### config.mk
export PLATFORM = sky130hd
export DESIGN_NAME = fraction_divider
export DESIGN_NICKNAME = d
export VERILOG_FILES = /design/src/rtl/fraction_divider.sv
export SDC_FILE = /design/constraint.sdc
export NUM_CORES = 1
export LEC_CHECK = 0
export ABC_AREA = 1
export CAP_MARGIN = 20
export CORE_MARGIN = 4
export CORE_UTILIZATION = 45
export DETAILED_ROUTE_END_ITERATION = 8
export GPL_TIMING_DRIVEN = 0
export PLACE_DENSITY = 0.74
export SYNTH_ARGS = -nofsm -noshare
export SYNTH_HDL_FRONTEND = slang
export SYNTH_SLANG_ARGS = --single-unit
### constraint.sdc
create_clock -name clk -period 2.8 [get_ports clk]
set_input_delay 0.56 -clock clk [delete_from_list [all_inputs] [get_ports clk]]
set_output_delay 0.56 -clock clk [all_outputs]
set_load 0.1 [all_outputs]
### src/rtl/fraction_divider.sv
// fraction_divider: iterative radix-2 restoring divide / square-root significand datapath.
// Square root is only built when FRACTION_DIVIDER_SQRT_EN is defined.
module fraction_divider #(
  parameter int ITERATIONS = 26
) (
  input  logic        clk,
  input  logic        reset_n,
  input  logic        in_valid,
  output logic        in_ready,
  input  logic [2:0]  op,
  input  logic [23:0] dividend_fraction,
  input  logic [23:0] divisor_fraction,
  input  logic [9:0]  exponent_in,
  input  logic        exponent_odd,
  output logic        out_valid,
  input  logic        out_ready,
  output logic [2:0]  op_out,
  output logic [48:0] normalized_fraction,
  output logic [26:0] remainder,
  output logic [9:0]  normalized_exponent
);

  typedef enum logic [1:0] {
    IDLE,
    CALC,
    DONE
  } state_t;

  localparam logic [2:0] OP_DIV  = 3'd3;
  localparam logic [2:0] OP_SQRT = 3'd4;
  localparam logic [4:0] LAST    = 5'(ITERATIONS - 1);

  state_t      state;
  logic [4:0]  cnt;
  logic [26:0] rem;
  logic [25:0] quo;
  logic [23:0] divisor;
  logic [9:0]  exponent;
  logic        is_sqrt;

  logic        last;
  logic        supported;
  logic        div_lt;
  logic        div_ge;
  logic [26:0] div_kept;
  logic [26:0] div_rem_init;
  logic [26:0] rem_next;
  logic [25:0] quo_next;

  assign in_ready = (state == IDLE);
  assign last     = (cnt == LAST);
  assign div_lt   = dividend_fraction < divisor_fraction;

  // Pre-normalize so the quotient lands in [1,2).
  assign div_rem_init = div_lt ? {2'd0, dividend_fraction, 1'b0}
                               : {3'd0, dividend_fraction};

`ifdef FRACTION_DIVIDER_SQRT_EN
  logic [51:0] radicand;
  logic [51:0] radicand_init;
  logic [28:0] sq_wide;
  logic [28:0] sq_trial;
  logic [28:0] sq_kept;
  logic        sq_ge;
  logic        sq_unused;

  // Radicand aligned so 26 root bits consume all 52 bits.
  assign radicand_init = exponent_odd ? {dividend_fraction, 28'd0}
                                      : {1'b0, dividend_fraction, 27'd0};
  assign sq_wide   = {rem, radicand[51:50]};
  assign sq_trial  = {1'b0, quo, 2'b01};
  assign sq_ge     = sq_wide >= sq_trial;
  assign sq_kept   = sq_ge ? sq_wide - sq_trial : sq_wide;
  assign sq_unused = ^sq_kept[28:27];
  assign supported = (op == OP_DIV) || (op == OP_SQRT);

  always_ff @(posedge clk or negedge reset_n) begin
    if (!reset_n) begin
      radicand <= '0;
    end else if (state == IDLE && in_valid) begin
      radicand <= radicand_init;
    end else if (state == CALC) begin
      radicand <= {radicand[49:0], 2'b00};
    end
  end
`else
  logic sq_unused;

  assign sq_unused = ^{exponent_odd, is_sqrt, quo[25]};
  assign supported = (op == OP_DIV);
`endif

  always_comb begin
    div_ge   = rem >= {3'd0, divisor};
    div_kept = div_ge ? rem - {3'd0, divisor} : rem;
    rem_next = last ? div_kept : {div_kept[25:0], 1'b0};
    quo_next = {quo[24:0], div_ge};
`ifdef FRACTION_DIVIDER_SQRT_EN
    if (is_sqrt) begin
      rem_next = sq_kept[26:0];
      quo_next = {quo[24:0], sq_ge};
    end
`endif
  end

  always_ff @(posedge clk or negedge reset_n) begin
    if (!reset_n) begin
      state               <= IDLE;
      cnt                 <= '0;
      rem                 <= '0;
      quo                 <= '0;
      divisor             <= '0;
      exponent            <= '0;
      is_sqrt             <= 1'b0;
      out_valid           <= 1'b0;
      op_out              <= '0;
      normalized_fraction <= '0;
      remainder           <= '0;
      normalized_exponent <= '0;
    end else begin
      unique case (state)
        IDLE: begin
          if (in_valid) begin
            op_out <= op;
            cnt    <= '0;
            quo    <= '0;
            if (!supported) begin
              state               <= DONE;
              normalized_fraction <= '0;
              remainder           <= '0;
              normalized_exponent <= '0;
            end else begin
              state   <= CALC;
              is_sqrt <= (op == OP_SQRT);
              divisor <= divisor_fraction;
              if (op == OP_SQRT) begin
                rem      <= '0;
                exponent <= exponent_in;
              end else begin
                rem      <= div_rem_init;
                exponent <= div_lt ? exponent_in - 10'd1
                                   : exponent_in;
              end
            end
          end
        end
        CALC: begin
          rem <= rem_next;
          quo <= quo_next;
          cnt <= cnt + 5'd1;
          if (last) begin
            state               <= DONE;
            out_valid           <= 1'b1;
            normalized_fraction <= {1'b0, quo_next, 22'd0};
            remainder           <= rem_next;
            normalized_exponent <= exponent;
          end
        end
        DONE: begin
          // Unsupported ops arrive here with out_valid still low.
          if (!out_valid) begin
            out_valid <= 1'b1;
          end else if (out_ready) begin
            out_valid <= 1'b0;
            state     <= IDLE;
          end
        end
        default: state <= IDLE;
      endcase
    end
  end

endmodule

; ---- Word-level counts from Yosys, hierarchy flattened
; Index checks and enable logic that the tools add are counted.
[word_totals]
register_bits = 183
input_bits = 66
word_cells = 72
[classes]
n_reduce_logical = 10
magnitude_cmp = 2
eq_ne = 11
addsub = 3
mux = 35
[op_table]
columns = op, n
row1 = 27-bit 2-to-1 mux, 7
row2 = 49-bit 2-to-1 mux, 3
row3 = 27-bit one-hot mux with 2 select lines, 2
row4 = 49-bit one-hot mux with 2 select lines, 1
row5 = 25-bit 2-to-1 mux, 3
row6 = 10-bit 2-to-1 mux, 5
row7 = 25-bit one-hot mux with 2 select lines, 1
row8 = 27-bit by 24-bit >= comparator with 1-bit output, 1
row9 = 27-bit by 24-bit subtractor with 27-bit output, 1
row10 = 24-bit < comparator, 1
row11 = 10-bit one-hot mux with 2 select lines, 1
row12 = 2-bit 2-to-1 mux, 5
row13 = "2-bit inequality test, second input constant", 5
row14 = 5-bit one-hot mux with 2 select lines, 1
row15 = "10-bit by 1-bit subtractor with 10-bit output, second input constant", 1
row16 = 4-bit AND reduction, 2
row17 = 2-bit one-hot mux with 3 select lines, 1
row18 = 2-bit AND reduction, 3
row19 = 3-bit AND reduction, 2
row20 = "5-bit by 1-bit adder with 5-bit output, second input constant", 1
row21 = "5-bit == test, second input constant", 1
row22 = 5-bit 2-to-1 mux, 1
row23 = 2-bit nonzero test, 2
row24 = "3-bit by 2-bit == test with 1-bit output, second input constant", 1
row25 = other kinds (7), 9

; ---- Depth between registers and ports, before layout
[logic_depth]
ltp_word = 6
depth_mapped = 19
depth_no_buf = 18

; ---- Worst setup path after synthesis
; OpenSTA, ideal clock, no wires.
[synth_timing]
kind = reg2reg
start = register state[0]
end = register divisor[10]
path_stages_with_launch = 9
setup_ns = 0.130
required_ns = 2.670
path_slack_ns = -0.101
arrival_time_ns = 2.771
n_path_buf = 2
path_cell_list = dfrtp_1 > nor2_1 > inv_1 > nor2_1 > inv_1 > nor2_1 > buf_2 > clkbuf_1 > o21ai_0
[synth_via]
elab_chain_len = 2
[synth_rtl]
columns = item, line_no
row1 = start: declaration, 33  ; state_t state;
row2 = start signal: assignment, 108  ; state <= IDLE;
row3 = start signal: assignment, 128  ; state <= DONE;
row4 = start signal: assignment, 133  ; state <= CALC;
row5 = 2-bit logical NOT, n/a
row6 = named net in_ready, 9  ; output logic in_ready,
row7 = 3-bit AND reduction (no source line), n/a
row8 = end signal: assignment, 135  ; divisor <= divisor_fraction;
row9 = end: declaration, 37  ; logic [23:0] divisor;
; The timed path passes the listed nets, and every way through them passes these cells.
; A chain may end at the register's enable or synchronous reset.

; ---- Worst setup path after layout
[layout_timing]
start = input divisor_fraction[23]
end = register rem[9]
[layout_via]
elab_chain_len = 6
[layout_rtl]
columns = item, line_no
row1 = start: declaration, 12  ; input logic [23:0] divisor_fraction,
row2 = 24-bit < comparator, 52  ; assign div_lt = dividend_fraction < divisor_fraction;
row3 = 25-bit 2-to-1 mux, 55  ; assign div_rem_init = div_lt ? {2'd0, dividend_fraction, 1'b0}
row4 = 25-bit 2-to-1 mux, 136  ; if (op == OP_SQRT) begin
row5 = 27-bit 2-to-1 mux, 127  ; if (!supported) begin
row6 = 27-bit 2-to-1 mux, 123  ; if (in_valid) begin
row7 = 27-bit one-hot mux with 2 select lines, 121  ; unique case (state)
row8 = end signal: assignment, 140  ; rem <= div_rem_init;
row9 = end signal: assignment, 148  ; rem <= rem_next;
row10 = end: declaration, 35  ; logic [26:0] rem;
; No other way between the ends. The select of a mux whose other input is x is not followed.

==> qor.yml <==
detailed_routing:
  drc_errors: 0
  drtIter0Drc: 755
  num_vias: 9789
  first_pass_iters: 5
  wl_mm: 30.50
  ant_nets: 0
  vias_per_cell: 5.201
  post_drt_wl_per_cell_um: 16.21
sta:
  fin_crit_sh: 0.9515
  min_period_ns: 2.664
  slew_viol_final: 0
  setup_violations: 0
  worst_pin_slew_ns: 1.046
  fmax_mhz: 375.3
  slew_headroom: 0.3008
  finalHoldViolCount: 0
  finClkSkew_ns: 0.01293
placed_design:
  io_buffers: 132
  routabilityCongestion: 0.9475
  dpl.hpwl_mm: 23.71
  dp.cells: 1848
layout:
  fillers: 2103
  synthToLayoutAreaGrowth_pct: 24.28
  final_cell_count_no_fill: 1882
  ff_latch_area_um2: 4004
  layout-drive-gt1-share: 0.08801
  fin_nets: 1706
  diodes: 0
  multi_input_area_um2: 5127
critical_path:
  cp_max_fo: 10
  cp.arrival_ns: 3.02
  crit_top_cell: "nor2_1"
  cp-end-kind: "flop"
  startpoint_type: "input port"
  cp.required_ns: 3.16
  critPathTopFamily: "simple AND/OR/NAND/NOR gates"
  cp_num_buf_inv: 4
  path_cells: "clkdlybuf4s50_1, inv_1, ha_1, nand2_1, nor2_2, nand3_1, nor2_1, nand2_2, nand2_1, buf_4, buf_4, o21ai_1, o21ai_0, nor2_1, nor2_1"
  critPathKind: "input port to flop"
  cpPeakStageDelay_ns: 0.48
  critPathSlowestCell: "clkdlybuf4s50_1"
yosys:
  synth_warnings: 0
  ys_seq_elements: 160
  async_reset_ff_frac: 1.000
  syn_inst: 1413
  yosysTopAreaCell: "dfrtp_1"
  synth_edf_count: 0
  synth_area_um2: 10160
  syn_area_per_cell_um2: 7.193
  ys_top_cells_by_area: "dfrtp_1 39%, nand2_1 16%, inv_1 7.4%, ha_1 6.2%, nand3_1 4.4%"
  ys_types: 44
  synth_top_flop_cell: "dfrtp_1"
  synth.top_cell.area_share: 0.3939
  ys_seq_area_frac: 0.3939
global_routing:
  antenna_found_initial: 0
  grt_max_degree: 83
  grt_pass1_vias: 9360
  grt_pass1_wl_mm: 48.38
  grt_remaining_overflow: 0
  grt_usage: 0.2458
floorplanning:
  dieWidth_um: 158.3
  io_pins: 157
  die_h_um: 158.3
  num_rows: 54
  dieArea_um2: 25050
  coreArea_um2: 22030
  start_util: 0.4614
power:
  leakagePower_nw: 6.525
  vdd_drop_max_mv: 0.5452
  pwr_density_cell_nw_per_um2: 1060
  p_total_mw: 13.38
clocking:
  h-tree-depth: 4
  clockBufferDepth: 2
  clockRootBuffer: "clkbuf_16"
  cts_buffers: 17
  cts_hold_buffers: 0
  clock_latency_ns: 0.43
  tritoncts: "done"
  clk_pin_slew_ns: 0.07
  clkSinkCount: 160
outcome:
  status: "finished clean"
flow_run:
  max-cap-violations: 0
min_path:
  min-delay-path-class: "input port to asynchronous set/reset pin"
==> stage by stage <==
stage	area [um2]	hold WS, ns	setup slack, ns	utilization	setup TNS, ns
2_1_floorplan	10250	0.2644	0.4015	-	0
3_3_place_gp	11920	0.4577	-5.360	0.5412	-866.68
3_5_place_dp	11950	0.4644	-0.4669	0.5427	-12.30
4_1_cts	12550	0.1236	-0.02093	0.5697	-0.02093
5_1_grt	12630	0.1421	-0.001257	0.5734	-0.001257
6_report	12630	0.08650	0.1357	0.5734	0
==> final cells by class <==
type                    count  share of cell area
inverters                 204             0.06062
flip-flops and latches    160              0.3170
clock inverters            15             0.01308
plain buffers              72             0.03318
well taps                 280             0.02774
multi-input cells         999              0.4059
clock buffers              17             0.03368
repair buffers            135              0.1088
==> path summary, 6_finish.rpt <==
path | slack, ns | end | start | depth (start not counted)
setup / recovery | 0.14 | rem[9]$_DFFE_PN0P_ | divisor_fraction[23] | 15
hold / removal | 0.09 | exponent[5]$_DFFE_PN0P_ | reset_n | 1
setup reg to reg | 0.18 | rem[3]$_DFFE_PN0P_ | divisor[17]$_DFFE_PN0P_ | 15
hold reg to reg | 0.48 | remainder[11]$_DFFE_PN0P_ | remainder[11]$_DFFE_PN0P_ | 2
max in group asynchronous | 1.92 | normalized_fraction[41]$_DFFE_PN0P_ | reset_n | 2
min in group clk | 0.48 | remainder[11]$_DFFE_PN0P_ | remainder[11]$_DFFE_PN0P_ | 2
==> power by group <==
group          internal (mW)  leakage (nW)  switching, mW  total [mW]
Combinational           2.57          4.15           5.41        7.99
Sequential              2.79          2.09          0.291        3.09
Clock                   1.20         0.280           1.11        2.31
Total                   6.57          6.52           6.82        13.4
==> synthesized netlist by cell type (25+ instances only) <==
| master | instances |
|---|---|
| nand2_1 | 424 |
| inv_1 | 200 |
| dfrtp_1 | 160 |
| nor2_1 | 117 |
| nand3_1 | 89 |
| o21ai_0 | 72 |
| ha_1 | 50 |
| a21oi_1 | 43 |
| buf_4 | 29 |
| clkbuf_1 | 29 |
| nand2_2 | 26 |
| o22ai_1 | 26 |
| o31ai_1 | 25 |
==> repair_timing <==
item	in CTS	in global routing
hold endpoints to repair	0	0
buffers inserted	0	2
setup endpoints to repair	5	34
gates resized for setup	5	33
pin swaps	0	5
==> cell families (layout without fill, tap and decap cells) <==
group / Yosys count / in the layout / share of synthesized area
xor+xnor: 17 / 17 / 0.01465
flops: 160 / 160 / 0.3939
compound gates: 191 / 191 / 0.1097
other cells: 1 / 23 / 0.0003690
buf+inv: 276 / 443 / 0.1151
simple gates: 717 / 717 / 0.3027
fa+ha+maj: 51 / 51 / 0.06352
==> state kept, by name, indices dropped and copies added, names as in the netlist <==
name and cells:
normalized_fraction 26, normalized_exponent 10, exponent 10, rem 27
quo 25, remainder 27, out_valid 1, state 2
cnt 5, divisor 24, op_out 3
==> per-layer routing <==
metal  global-route usage  wire length [um]  vias to the layer above
li1                     -                 -                     4803
met1               0.3596             14250                     4604
met2               0.3855             13800                      349
met3              0.03669              1968                       33
met4              0.06296               480                        0
met5                    0                 0                        -
==> worst reg2reg max path, cell delays in order (launching register included) <==
cell	delay, ns
dfrtp_1	0.36
inv_1	0.16
ha_2	0.34
nand2_1	0.12
inv_1	0.06
nand2_1	0.07
nand2_1	0.10
a21oi_4	0.19
nor2_1	0.09
nor2_4	0.23
buf_4	0.27
nand3b_1	0.12
nand3_1	0.16
nand2_1	0.09
nor2_1	0.10
nor2_1	0.05
==> layout by cell type (no fill, tap or decap), drive strengths merged, types with 3 or more instances in the layout <==
cell type,n
a21oi,45
a22o,9
buf,47
clkbuf,46
clkdlybuf4s50,129
clkinv,5
clkinvlp,3
conb,23
dfrtp,160
ha,50
inv,211
nand2,452
nand3,91
nand3b,19
nand4,13
nor2,125
nor3,10
o21ai,77
o22ai,26
o31ai,25
or2,4
xnor2,7
xor2,10
Note: power is estimated with default switching activity, not from simulation.
